`config.mk`:
```
export PLATFORM = sky130hd
export DESIGN_NAME = dcache_arbiter
export DESIGN_NICKNAME = d
export VERILOG_FILES = /design/src/rtl/dcache_arbiter.sv
export SDC_FILE = /design/constraint.sdc
export NUM_CORES = 1
export LEC_CHECK = 0
export CAP_MARGIN = 15
export CORE_MARGIN = 4
export CORE_UTILIZATION = 38
export DETAILED_ROUTE_END_ITERATION = 8
export PLACE_DENSITY = 0.84
export SLEW_MARGIN = 30
export SYNTH_ARGS = -nofsm -noshare
export SYNTH_HDL_FRONTEND = slang
export SYNTH_SLANG_ARGS = --single-unit
```
`constraint.sdc`:
```
create_clock -name i_aclk -period 2.62 [get_ports i_aclk]
set_input_delay 0.393 -clock i_aclk [delete_from_list [all_inputs] [get_ports i_aclk]]
set_output_delay 0.393 -clock i_aclk [all_outputs]
set_load 0.005 [all_outputs]
```
`src/rtl/dcache_arbiter.sv`:
```
// Round-robin arbiter sharing one data_cache port among NUM_REQ memory stages.
// Ports: i_req/i_addr per requester in, o_gnt/o_dvalid/o_data back;
//        o_cache_req/o_cache_addr to the cache, i_cache_dvalid/i_cache_data from it.
module dcache_arbiter #(
  parameter int NUM_REQ   = 4,
  parameter int ADDR_SIZE = 32,
  parameter int DATA_SIZE = 32
) (
  input  logic                                i_aclk,
  input  logic                                i_areset,
  input  logic [NUM_REQ-1:0]                  i_req,
  input  logic [NUM_REQ-1:0][ADDR_SIZE-1:0]   i_addr,
  output logic [NUM_REQ-1:0]                  o_dvalid,
  output logic [DATA_SIZE-1:0]                o_data,
  output logic [NUM_REQ-1:0]                  o_gnt,
  output logic                                o_cache_req,
  output logic [ADDR_SIZE-1:0]                o_cache_addr,
  input  logic                                i_cache_dvalid,
  input  logic [DATA_SIZE-1:0]                i_cache_data
);

  localparam int PW  = $clog2(NUM_REQ);
  localparam int PW1 = PW + 1;

  typedef enum logic [1:0] {
    S_IDLE,
    S_WAIT,
    S_RESP
  } state_t;

  state_t state_q, state_d;

  logic [PW-1:0]        rr_ptr_q, rr_ptr_d;
  logic [NUM_REQ-1:0]   gnt_q, gnt_d;
  logic [NUM_REQ-1:0]   dvalid_q, dvalid_d;
  logic [ADDR_SIZE-1:0] addr_q, addr_d;
  logic [DATA_SIZE-1:0] data_q, data_d;
  logic                 creq_q, creq_d;

  logic                 found;
  logic [PW-1:0]        win_idx;
  logic [PW1-1:0]       scan;

  // Scan upward from rr_ptr with wrap; first set request wins.
  always_comb begin
    found   = 1'b0;
    win_idx = '0;
    scan    = '0;
    for (int i = 0; i < NUM_REQ; i++) begin
      scan = {1'b0, rr_ptr_q} + PW1'(i);
      if (scan >= PW1'(NUM_REQ))
        scan = scan - PW1'(NUM_REQ);
      if (!found && i_req[scan[PW-1:0]]) begin
        found   = 1'b1;
        win_idx = scan[PW-1:0];
      end
    end
  end

  always_ff @(posedge i_aclk or posedge i_areset) begin
    if (i_areset)
      state_q <= S_IDLE;
    else
      state_q <= state_d;
  end

  always_comb begin
    state_d = state_q;
    unique case (state_q)
      S_IDLE:  if (found) state_d = S_WAIT;
      S_WAIT:  if (i_cache_dvalid) state_d = S_RESP;
      S_RESP:  state_d = S_IDLE;
      default: state_d = S_IDLE;
    endcase
  end

  always_comb begin
    rr_ptr_d = rr_ptr_q;
    gnt_d    = gnt_q;
    dvalid_d = '0;
    addr_d   = addr_q;
    data_d   = data_q;
    creq_d   = creq_q;
    unique case (state_q)
      S_IDLE: begin
        if (found) begin
          gnt_d  = {{(NUM_REQ-1){1'b0}}, 1'b1} << win_idx;
          addr_d = i_addr[win_idx];
          creq_d = 1'b1;
          rr_ptr_d = (win_idx == PW'(NUM_REQ-1)) ? '0 : win_idx + 1'b1;
        end
      end
      S_WAIT: begin
        if (i_cache_dvalid) begin
          data_d   = i_cache_data;
          dvalid_d = gnt_q;
          creq_d   = 1'b0;
        end
      end
      S_RESP: begin
        gnt_d = '0;
      end
      default: begin
        gnt_d  = '0;
        creq_d = 1'b0;
      end
    endcase
  end

  always_ff @(posedge i_aclk or posedge i_areset) begin
    if (i_areset) begin
      rr_ptr_q <= '0;
      gnt_q    <= '0;
      dvalid_q <= '0;
      addr_q   <= '0;
      data_q   <= '0;
      creq_q   <= 1'b0;
    end else begin
      rr_ptr_q <= rr_ptr_d;
      gnt_q    <= gnt_d;
      dvalid_q <= dvalid_d;
      addr_q   <= addr_d;
      data_q   <= data_d;
      creq_q   <= creq_d;
    end
  end

  assign o_gnt        = gnt_q;
  assign o_dvalid     = dvalid_q;
  assign o_data       = data_q;
  assign o_cache_req  = creq_q;
  assign o_cache_addr = addr_q;

endmodule

```
# Yosys cells after proc, flatten, opt, wreduce, memory -nomap -nowiden
# Cells that the tools add are included.
[classes]
add_sub_neg = 8
n_lt_le_gt_ge = 9
eq_ne = 5
n_shift = 1
mux = 33
bitwise = 2
reduce_logical = 12
[op_table]
columns = ["operator", "n"]
rows = [
  ["binary-select mux 32 bit (select 2 bit)", 1],
  ["two-way mux 32 bit", 1],
  ["two-way mux 2 bit", 11],
  ["< comparator 2 x 3 -> 1 bit (second input constant)", 5],
  ["two-way mux 4 bit", 3],
  ["two-way mux 1 bit", 10],
  [">= comparator 3 bit (second input constant)", 3],
  ["binary-select mux 1 bit (select 2 bit)", 4],
  ["case mux 4 bit (2 select lines)", 1],
  ["AND reduction 2 bit", 4],
  ["subtractor 2 x 1 -> 2 bit (second input constant)", 4],
  ["adder 2 x 2 -> 3 bit (second input constant)", 2],
  ["equality test 2 bit (second input constant)", 2],
  ["inequality test 2 bit (second input constant)", 2],
  ["case mux 2 bit (2 select lines)", 1],
  ["<< shifter 1 x 2 -> 4 bit (first input constant)", 1],
  ["adder 2 x 1 -> 3 bit (second input constant)", 1],
  [">= comparator 2 x 3 -> 1 bit (second input constant)", 1],
  ["logical AND 1 bit", 3],
  ["zero test 1 bit", 3],
  ["case mux 1 bit (3 select lines)", 1],
  ["AND reduction 3 bit", 1],
  ["adder 2 x 1 -> 2 bit (second input constant)", 1],
  ["equality test 2 x 1 -> 1 bit (second input constant)", 1],
  ["other kinds (2)", 3],
]
[word_totals]
regBits = 77
inputBits = 167
out_inout_bits = 73
word_cells = 77

# Depth between registers and ports, before layout
[depth]
ltp_word = 17
ltp_mapped = 9

# Worst setup path before layout
# No wires, ideal clock.
[synth_timing]
path_type = "flip-flop to flip-flop"
start = "register rr_ptr_q[1]"
end = "register rr_ptr_q[1]"
setup_time_ps = 117
arrival_time_ps = 1680
path_slack_ps = 823
path_stages_with_launch = 10
period_less_slack_ps = 1797
cell_sequence = "dfrtp_1 buf_2 a21o_1 a21boi_1 o22ai_1 clkbuf_1 inv_1 ha_1 nand2_1 nand2_1"
[synth_via]
elab_chain_cells = 16
[synth_lines]
columns = ["element", "line_no", "rtl"]
rows = [
  ["start: declaration", "33", "logic [PW-1:0] rr_ptr_q, rr_ptr_d;"],
  ["start signal: assignment", "119", "rr_ptr_q <= rr_ptr_d;"],
  ["branches (longest 16 deep; another with adder 2 x 1 -> 3 bit)", "--", ""],
]
# Several ways; the timed one is not identified. The select of a mux whose other input is x is not followed.
# A chain may end at the register's enable or synchronous reset.

# Final worst setup path
[layout_timing]
start = "input port i_req[2]"
end = "register addr_q[2], in the netlist o_cache_addr[2]"
[layout_via]
elab_chain_cells = 14
[layout_lines]
columns = ["element", "line_no", "rtl"]
rows = [
  ["start: declaration", "11", "input logic [NUM_REQ-1:0] i_req,"],
  ["binary-select mux 1 bit (select 2 bit)", "53", "if (!found && i_req[scan[PW-1:0]]) begin"],
  ["two-way mux 1 bit (implied by the code)", "53", ""],
  ["two-way mux 1 bit", "53", ""],
  ["zero test 1 bit", "53", ""],
  ["logical AND 1 bit", "53", ""],
  ["two-way mux 1 bit", "53", ""],
  ["zero test 1 bit", "53", ""],
  ["logical AND 1 bit", "53", ""],
  ["two-way mux 1 bit", "53", ""],
  ["zero test 1 bit", "53", ""],
  ["logical AND 1 bit", "53", ""],
  ["two-way mux 2 bit", "53", ""],
  ["binary-select mux 32 bit (select 2 bit)", "88", "addr_d = i_addr[win_idx];"],
  ["two-way mux 32 bit (implied by the code)", "88", ""],
  ["end signal: assignment", "122", "addr_q <= addr_d;"],
  ["end: declaration", "36", "logic [ADDR_SIZE-1:0] addr_q, addr_d;"],
]
# Several ways; a longest one is shown, not always the timed one. The select of a mux whose other input is x is not followed.

==> metrics.txt <==
# TYPE chip_impl_metric gauge
chip_impl_info{name="status",value="complete, no violations"} 1
chip_impl_metric{name="chipHeight",unit="um"} 110
chip_impl_metric{name="cts_made_buffers",unit=""} 9
chip_impl_metric{name="cts.path.max_buffers",unit=""} 2
chip_impl_metric{name="finalCritPeriodShare",unit=""} 0.859
chip_impl_metric{name="post_layout_nonfiller_instances",unit=""} 697
chip_impl_metric{name="comb_power_share",unit=""} 0.547
chip_impl_info{name="setup.worst_path.end_class",value="flip-flop"} 1
chip_impl_metric{name="power_switching_share",unit=""} 0.337
chip_impl_info{name="timing.setup.critical_path_class",value="in2reg"} 1
chip_impl_metric{name="level_count_of_the_clock_h_tree",unit=""} 3
chip_impl_metric{name="hold_slack",unit="ns"} 0.433
chip_impl_metric{name="routed_wirelength",unit="mm"} 12.7
chip_impl_metric{name="num-fill-cells",unit=""} 760
chip_impl_metric{name="ir_worst_vdd",unit="V"} 0.000447
chip_impl_info{name="cts_tree",value="built"} 1
chip_impl_metric{name="route.detailed.drc",unit=""} 0
chip_impl_metric{name="total_negative_setup_slack",unit="ns"} 0
chip_impl_metric{name="die_area",unit="um2"} 12100
chip_impl_metric{name="seq_area_frac_synth",unit=""} 0.488
chip_impl_metric{name="dr.first_iter.drc_count",unit=""} 131
chip_impl_metric{name="die_w",unit="um"} 110
chip_impl_metric{name="cp_arrival",unit="ns"} 2.47
chip_impl_metric{name="critPathRequiredTime",unit="ns"} 2.84
chip_impl_metric{name="final-seq-area",unit="um2"} 1930
chip_impl_metric{name="setup_violations",unit=""} 0
chip_impl_info{name="grt_setup_unrepaired",value="no"} 1
chip_impl_metric{name="total_core_area",unit="um2"} 9950
chip_impl_metric{name="critPathMaxFanout",unit=""} 14
chip_impl_metric{name="finalWeightedCongestion",unit=""} 0.797
chip_impl_metric{name="synth_fp_nets",unit=""} 485
chip_impl_metric{name="report.final.slew_viol_count",unit=""} 0
chip_impl_metric{name="count_of_port_buffers_added_during_placement",unit=""} 239
chip_impl_info{name="netlist_top_cells_area",value="dfrtp_1 (49%), a221oi_2 (11%), mux2_2 (9.1%)"} 1
chip_impl_metric{name="pin_count",unit=""} 240
chip_impl_metric{name="netSwitchingPower",unit="mW"} 2.28
chip_impl_metric{name="stdcell_area",unit="um2"} 6760
chip_impl_metric{name="regToRegSetupSlack",unit="ns"} 0.58
chip_impl_metric{name="syn-instance-count",unit=""} 317
chip_impl_metric{name="routed_via_density",unit=""} 5.13
chip_impl_metric{name="ys_seq_elements",unit=""} 77
chip_impl_metric{name="slew-limit-headroom",unit=""} 0.396
chip_impl_metric{name="total_leakage_power",unit="nW"} 2.76
chip_impl_metric{name="final_period_minus_worst_setup_slack",unit="ns"} 2.25
chip_impl_info{name="hold_class",value="in2async"} 1
chip_impl_metric{name="grt_pass1_vias",unit=""} 3896
chip_impl_metric{name="num_vias",unit=""} 3579
chip_impl_metric{name="drv_cap",unit=""} 0
chip_impl_metric{name="rows",unit=""} 36
chip_impl_metric{name="grt_antenna_before_repair",unit=""} 0
chip_impl_metric{name="syn_to_final_growth",unit="%"} 71.4
chip_impl_metric{name="drt-pass1-iter-count",unit=""} 4
chip_impl_metric{name="power_report.internal_total",unit="mW"} 4.49
chip_impl_metric{name="floorplan.initialDensity",unit=""} 0.396
chip_impl_metric{name="number_of_cells_in_the_design_after_placement",unit=""} 681
chip_impl_metric{name="cellPowerDensity",unit="nW/um2"} 1000
chip_impl_metric{name="postRouteAntennaNets",unit=""} 0
chip_impl_metric{name="dp_hpwl",unit="mm"} 10.1
chip_impl_metric{name="pwr-share-seq",unit=""} 0.317
chip_impl_metric{name="fin_worst_skew",unit="ns"} 0.0122
chip_impl_metric{name="synth-warning-count",unit=""} 0
chip_impl_metric{name="multi_input_comb_area",unit="um2"} 1870
chip_impl_metric{name="postCtsSetupRepairBufs",unit=""} 0
chip_impl_metric{name="ys_async_sr_fraction",unit=""} 1.00
chip_impl_info{name="cts.root.buffer_cell",value="clkbuf_8"} 1
chip_impl_info{name="synth_top_area_cell",value="dfrtp_1"} 1
chip_impl_metric{name="nets",unit=""} 727
chip_impl_metric{name="all_layer_global_routing_usage",unit=""} 0.203
chip_impl_info{name="startpoint_type_of_the_worst_setup_path",value="input pin"} 1
chip_impl_metric{name="clk_pin_slew",unit="ns"} 0.08
chip_impl_metric{name="largest_net_degree_at_the_start_of_global_routing",unit=""} 46
chip_impl_metric{name="antennaDiodeCount",unit=""} 0
chip_impl_metric{name="yosys.area.top_type_share",unit=""} 0.488
chip_impl_metric{name="route.detailed.wl_per_inst",unit="um"} 18.2
chip_impl_metric{name="grt_first_pass_wirelength",unit="mm"} 19.1
chip_impl_metric{name="finalHoldViolations",unit=""} 0
chip_impl_metric{name="gates_resized_cts_repair",unit=""} 0
chip_impl_metric{name="maximum_clock_frequency",unit="MHz"} 444
chip_impl_metric{name="finalCoreUtilization",unit=""} 0.679
chip_impl_metric{name="synth_area",unit="um2"} 3950
chip_impl_metric{name="slew_at_the_pin_closest_to_its_max_slew_limit",unit="ns"} 0.905
chip_impl_metric{name="synth-edff-count",unit=""} 0
chip_impl_metric{name="power.clock.fraction",unit=""} 0.136
chip_impl_info{name="postSynth.topFlopCell",value="dfrtp_1"} 1
chip_impl_metric{name="globalRoute.totalOverflow",unit=""} 0
chip_impl_metric{name="dpl_cell_area",unit="um2"} 6550
chip_impl_metric{name="clock_latency",unit="ns"} 0.33
chip_impl_metric{name="synth_cell_types",unit=""} 35
chip_impl_metric{name="cts_hold_repair.buffers",unit=""} 0
chip_impl_metric{name="avg_synthesized_cell_area",unit="um2"} 12.4
chip_impl_metric{name="drive_above_1_share",unit=""} 0.179
chip_impl_metric{name="clkSinkCount",unit=""} 77
cells in the mapped netlist, types with 2 or more instances:
| cell | n |
|---|---|
| a21boi_1 | 2 |
| a21oi_1 | 4 |
| a221oi_1 | 3 |
| a221oi_2 | 29 |
| and2_1 | 4 |
| buf_2 | 12 |
| buf_6 | 6 |
| clkbuf_1 | 7 |
| dfrtp_1 | 77 |
| inv_1 | 3 |
| mux2_2 | 32 |
| mux2i_1 | 33 |
| nand2_1 | 10 |
| nor2_1 | 8 |
| nor3_1 | 2 |
| o21a_1 | 32 |
| o21ai_0 | 5 |
| o21ai_1 | 31 |
layout by cell type, fill, tap and decap left out, types with 10 or more instances in the layout:
cell type,instances
clkdlybuf4s50_1,239
dfrtp_1,77
mux2i_1,33
o21a_1,32
mux2_2,32
o21ai_1,31
a221oi_2,29
buf_4,14
clkbuf_8,11
nand2_1,10
power by group through the flow:
stage / Clock [mW] / Sequential, mW / Combinational, mW
CTS: 0.949 / 2.16 / 3.76
floorplan: 0 / 2.14 / 1.83
detailed placement: 0 / 2.18 / 3.74
finish: 0.920 / 2.15 / 3.70
global placement: 0 / 2.14 / 3.65
global route: 1.01 / 2.23 / 4.03
cells by family (layout without fill, tap and decap cells):
kind of cell / after synthesis / in the layout / share of synthesized area
buffers and inverters: 29 / 276 / 0.0428
AND/OR/NAND/NOR: 33 / 33 / 0.0441
adder cells (fa/ha/maj): 1 / 1 / 0.00317
AO/OA/AOI/OAI: 112 / 112 / 0.247
multiplexers: 65 / 65 / 0.175
flip-flops: 77 / 77 / 0.488
sequential cells by signal, indices dropped and copies added (netlist names):
| signal | count |
|---|---|
| o_gnt | 4 |
| rr_ptr_q | 2 |
| o_data | 32 |
| o_dvalid | 4 |
| state_q | 2 |
| o_cache_req | 1 |
| o_cache_addr | 32 |
critical path, cell delays in order:
cell             delay, ns
clkdlybuf4s50_1       0.60
nor4_2                0.09
buf_4                 0.15
or3_2                 0.43
buf_4                 0.24
a221oi_1              0.30
o21ai_1               0.13
o21a_1                0.12
path summary, 6_finish.rpt:
check	from	endpoint	depth (start not counted)
setup / recovery	i_req[2]	o_cache_addr[2]	8
min in group i_aclk	o_cache_addr[6]	o_cache_addr[6]	1
max in group asynchronous	i_areset	o_data[12]	3
hold reg to reg	o_cache_addr[6]	o_cache_addr[6]	1
hold / removal	i_areset	o_cache_addr[28]	2
setup reg to reg	rr_ptr_q[1]	o_cache_addr[2]	6
layout make-up:
type | instances | area share
clock buffers | 12 | 0.0229
clock inverters | 4 | 0.00814
inverters | 3 | 0.00185
multi-input cells | 211 | 0.277
flip-flops and latches | 77 | 0.285
well taps | 133 | 0.0246
repair buffers | 257 | 0.381
metrics by stage:
stage | total power, mW | setup slack [ns]
final | 6.77 | 0.370
after global routing | 7.27 | 0.293
after CTS | 6.87 | 0.396
after detailed placement | 5.92 | 0.0412
after global placement | 5.79 | 0.0895
after floorplan | 3.97 | 0.260
layer usage:
layer	global-route usage	wire [um]	part of all wire
met5	0	0	0
met4	0.0490	191	0.015
met3	0.0711	1250	0.099
met2	0.380	6790	0.54
met1	0.217	4420	0.35
No activity file was read; power rests on OpenSTA's default activity.
